[src/rtl/mac_dot_sequencer.sv]
// Drives the 64x64 MAC through one dot product: clear, stream operand pairs,
// wait out MAC latency, then capture and hand off the 128-bit accumulator.
module mac_dot_sequencer #(
    parameter int LEN_W   = 16,
    parameter int MAC_LAT = 1
) (
    input  logic               clk,
    input  logic               reset,
    input  logic               start,
    input  logic [LEN_W-1:0]   vec_len,
    input  logic               in_valid,
    output logic               in_ready,
    input  logic [63:0]        in_a,
    input  logic [63:0]        in_b,
    output logic               mac_reset,
    output logic [63:0]        mac_a,
    output logic [63:0]        mac_b,
    input  logic [127:0]       mac_acc,
    output logic [127:0]       result,
    output logic               result_valid,
    input  logic               result_ready,
    output logic               busy
);

    localparam int DW = (MAC_LAT < 1) ? 1 : $clog2(MAC_LAT + 1);

    typedef enum logic [2:0] {
        IDLE,
        CLEAR,
        STREAM,
        DRAIN,
        DONE
    } state_t;

    state_t           state;
    logic [LEN_W-1:0] len;
    logic [LEN_W-1:0] count;
    logic [DW-1:0]    drain;
    logic             beat;

    assign in_ready = (state == STREAM);
    assign busy     = (state != IDLE);
    assign beat     = in_valid && in_ready;

    // Operands default to zero every edge so the MAC accumulates nothing on idle cycles.
    always_ff @(posedge clk) begin
        if (reset) begin
            state        <= IDLE;
            len          <= '0;
            count        <= '0;
            drain        <= '0;
            mac_reset    <= 1'b0;
            mac_a        <= '0;
            mac_b        <= '0;
            result       <= '0;
            result_valid <= 1'b0;
        end else begin
            mac_a <= '0;
            mac_b <= '0;
            case (state)
                IDLE: begin
                    if (start) begin
                        if (vec_len != '0) begin
                            len       <= vec_len;
                            count     <= '0;
                            mac_reset <= 1'b1;
                            state     <= CLEAR;
                        end else begin
                            result       <= '0;
                            result_valid <= 1'b1;
                            state        <= DONE;
                        end
                    end
                end
                CLEAR: begin
                    mac_reset <= 1'b0;
                    state     <= STREAM;
                end
                STREAM: begin
                    if (beat) begin
                        mac_a <= in_a;
                        mac_b <= in_b;
                        count <= count + LEN_W'(1);
                        if ((count + LEN_W'(1)) == len) begin
                            drain <= DW'(MAC_LAT);
                            state <= DRAIN;
                        end
                    end
                end
                // Counts down MAC_LAT edges, capturing on the following one.
                DRAIN: begin
                    if (drain == '0) begin
                        result       <= mac_acc;
                        result_valid <= 1'b1;
                        state        <= DONE;
                    end else begin
                        drain <= drain - DW'(1);
                    end
                end
                DONE: begin
                    if (result_ready) begin
                        result_valid <= 1'b0;
                        state        <= IDLE;
                    end
                end
                default: state <= IDLE;
            endcase
        end
    end

endmodule

[config.mk]
export PLATFORM = sky130hd
export DESIGN_NAME = mac_dot_sequencer
export DESIGN_NICKNAME = d
export VERILOG_FILES = /design/src/rtl/mac_dot_sequencer.sv
export SDC_FILE = /design/constraint.sdc
export NUM_CORES = 1
export LEC_CHECK = 0
export BUFFER_PORTS_ARGS = -buffer_cell sky130_fd_sc_hd__buf_4
export CAP_MARGIN = 20
export CORE_AREA = 8 8 200 202
export DETAILED_ROUTE_END_ITERATION = 8
export DIE_AREA = 0 0 208 210
export MAX_ROUTING_LAYER = met4
export PLACE_DENSITY_LB_ADDON = 0.1
export SLEW_MARGIN = 20
export SYNTH_ARGS = -nofsm -noshare
export SYNTH_HDL_FRONTEND = slang
export SYNTH_SLANG_ARGS = --single-unit
[constraint.sdc]
create_clock -name clk -period 2.2 [get_ports clk]
set_input_delay 0.11 -clock clk [delete_from_list [all_inputs] [get_ports clk]]
set_output_delay 0.11 -clock clk [all_outputs]
set_load 0.01 [all_outputs]
==> impl_metrics.toml <==
[place]
numPortBuffers = 536
dp_worst_setup_slack_ns = 0.0911
routability_congestion = 0.820
hpwl_mm = 33.7

[cts]
clkSinkCount = 294
tritoncts.num_buffers = 36
path_clk_slew_ns = 0.06
ctsHtreeMaxLevel = 2
cts_max_path_buffers = 3
clkLatencyLatePin_ns = 0.54
cts_root_buffer = "clkbuf_16"
cts_tree = "yes"

[power_and_ir_drop]
p_int_uw = 11100
power.sequential.fraction_pct = 39.2
vdd_drop_max_uv = 623
p_leak_uw = 0.00837
clock_power_share_pct = 38.4
power-per-cell-area_nw_per_um2 = 829
power.switching_uw = 4280
sw_frac_of_total_pct = 27.9
comb_power_share_pct = 22.4

[grt]
grt_max_degree = 130
overflow = 0
grt_pass1_wl_mm = 67.5
vias_in_the_first_global_route = 10800
tot_gr_track_use_pct = 20.7
initial_antenna_violation_count = 9

[timing]
slew_headroom_pct = 53.5
timing.setup.tns_ns = 0
achievable-frequency_mhz = 483
finalHoldViolations = 0
slew_violations = 0
post-route-min-period_ns = 2.07
final_min_period_over_clock_period_pct = 94.2
rsz0062_at_grt = "false"
skew_ns = 0.0126
layout_setup_ws_ns = 0.129
tightestPinTransition_ns = 0.697
finalSetupViolCount = 0

[synth]
yosys_most_used_dff = "dfxtp_1"
synth-edff-count = 0
ys.warnings.count = 0
synth_seq_area_share_pct = 59.2
yosys_reg_bits = 294
proportion_of_register_bits_with_asynchronous_set_or_reset_after_synthesis_pct = 0
avgSynthCellArea_sq_um = 10.1
syn_area_sq_um = 9940
post_synth_num_cell_types = 49
synth_fp_nets = 1259
post_synth_inst_count = 981

[drt]
route.met2.wl_mm = 24.3
detail_route.first_pass.iterations = 5
vias_per_cell = 4.44
wl_met3_mm = 3.25
finalWirelength_mm = 46.3
met1Wirelength_mm = 17.1
drc = 0
route.detailed.wl_per_inst_microns = 20.2
dr.first_iter.drc_count = 535
uppermost_signal_routing_layer_after_detailed_routing = "met4"
antenna_violating_nets_post_route = 0
routed-via-count = 10200

[critical_path]
timing.setup.critical_path_class = "input port to register"
required_ns = 2.59
worst-endpoint-arrival_ns = 2.46
worstSetupStartpointType = "input port"
critical_path_peak_fanout = 129
cp-end-kind = "register"

[die]
ios = 537
std_cell_rows = 71
x_dimension_of_the_die_microns = 208
die_h_microns = 210
die-area_sq_um = 43700
initial_utilization_pct = 26.9
coreArea_sq_um = 37000

[cells_and_area]
layout-drive-gt1-share_pct = 35.5
final_core_utilization_pct = 50.2
fillerInstances = 3427
layout.nets = 2063
layout-area-overhead-vs-synth_pct = 86.4

[outcome]
result_of_the_run = "completed"

[job]
max_cap_violations = 0

[worst_hold_path]
hp-class = "input port to register"
-- cells by family after synthesis --
| group | share of synthesized area [%] |
|---|---|
| AOI/OAI and AO/OA | 13.3 |
| and+or+nand+nor | 20.4 |
| buffers and inverters | 3.72 |
| xor gates and xnor gates | 1.67 |
| adders and majority gates | 0.126 |
| muxes | 1.61 |
| DFF | 59.2 |
-- power groups by stage --
stage | sequential (uW) | combinational (uW) | clock (uW)
2_1_floorplan | 6240 | 1350 | 0
3_3_place_gp | 6130 | 3020 | 0
3_5_place_dp | 6130 | 3030 | 0
4_1_cts | 6020 | 3470 | 6110
5_1_grt | 6070 | 3710 | 6310
6_report | 6020 | 3430 | 5900
-- synthesized netlist by cell type, drive strengths merged, types with 9 or more instances --
| master | number | area, sq um |
|---|---|---|
| nor4 | 11 | 90.1 |
| a22oi | 129 | 968 |
| mux2i | 16 | 160 |
| nand3 | 9 | 45.0 |
| dfxtp | 294 | 5890 |
| buf | 38 | 205 |
| nor2 | 167 | 627 |
| a21oi | 19 | 95.1 |
| and2 | 134 | 838 |
| nand2 | 14 | 60.1 |
| xnor2 | 11 | 96.3 |
| o21ai | 19 | 95.1 |
| clkbuf | 41 | 154 |
-- final timing paths --
kind                    start          end  slack, ns  depth (start not counted)
setup reg to reg     state[0]  result[103]       0.22                          6
hold / removal       in_valid     state[0]       0.04                          4
hold reg to reg     mac_reset    mac_reset       0.47                          2
setup / recovery  vec_len[10]  result[103]       0.13                          8
-- sequential cells by signal, summed over array words and instances, names as in the netlist --
register,flops
len,16
result,128
drain,1
mac_reset,1
count,16
result_valid,1
mac_a,64
mac_b,64
state,3
-- area by class of cell --
type                    instances  area [sq um]  share of cell area, %
diodes                          9          22.5                  0.121
clock buffers                  51          1070                   5.77
clock inverters                14           121                  0.655
inverters                       3          11.3                 0.0607
multi-input cells             605          3730                   20.1
flip-flops and latches        294          5890                   31.8
well taps                     474           593                   3.20
repair buffers                845          7100                   38.3
-- worst max-delay path: stages --
cell,delay [ns]
dlygate4sd3_1,0.55
buf_4,0.14
nor4_1,0.47
and4_1,0.35
a31oi_4,0.11
buf_12,0.23
a22oi_1,0.26
nor2_1,0.07
-- through the flow --
stage | hold WS, ns | power, uW | cell area [sq um] | cells
6_report | 0.0397 | 15400 | 18500 | 2295
5_1_grt | 0.0373 | 16100 | 18500 | 2295
4_1_cts | 0.0000747 | 15600 | 18500 | 2286
3_5_place_dp | 0.314 | 9160 | 14600 | 1947
3_3_place_gp | 0.311 | 9140 | 14600 | 1947
2_1_floorplan | 0.226 | 7580 | 9940 | 981
-- layout by cell type, fill, tap and decap left out, types with 7 or more instances in the layout --
cell type      count
a21oi_1           19
a22oi_1          129
and2_1           134
buf_4            565
clkbuf_16         38
clkbuf_8           7
clkinv_2           8
dfxtp_1          294
diode_2            9
dlygate4sd3_1    274
mux2i_1           16
nand2_1           13
nand3_1            9
nand3b_1           7
nor2_1           166
nor4_1             7
o21ai_0           16
xnor2_1           11
xor2_1             8
-- per-layer routing --
layer | global-route usage (%) | up-vias
met3 | 6.33 | 83
met2 | 36.9 | 343
li1 | - | 4996
met5 | - | -
met4 | 8.25 | 0
met1 | 21.2 | 4775
-- what timing repair did --
item / in CTS / in global routing
setup buffers: 0 / 0
setup endpoints to repair: 0 / 91
endpoints found under the hold margin: 282 / 0
hold buffers: 274 / 0
resized for setup: 0 / 2
Note: power is estimated with default switching activity, not from simulation.
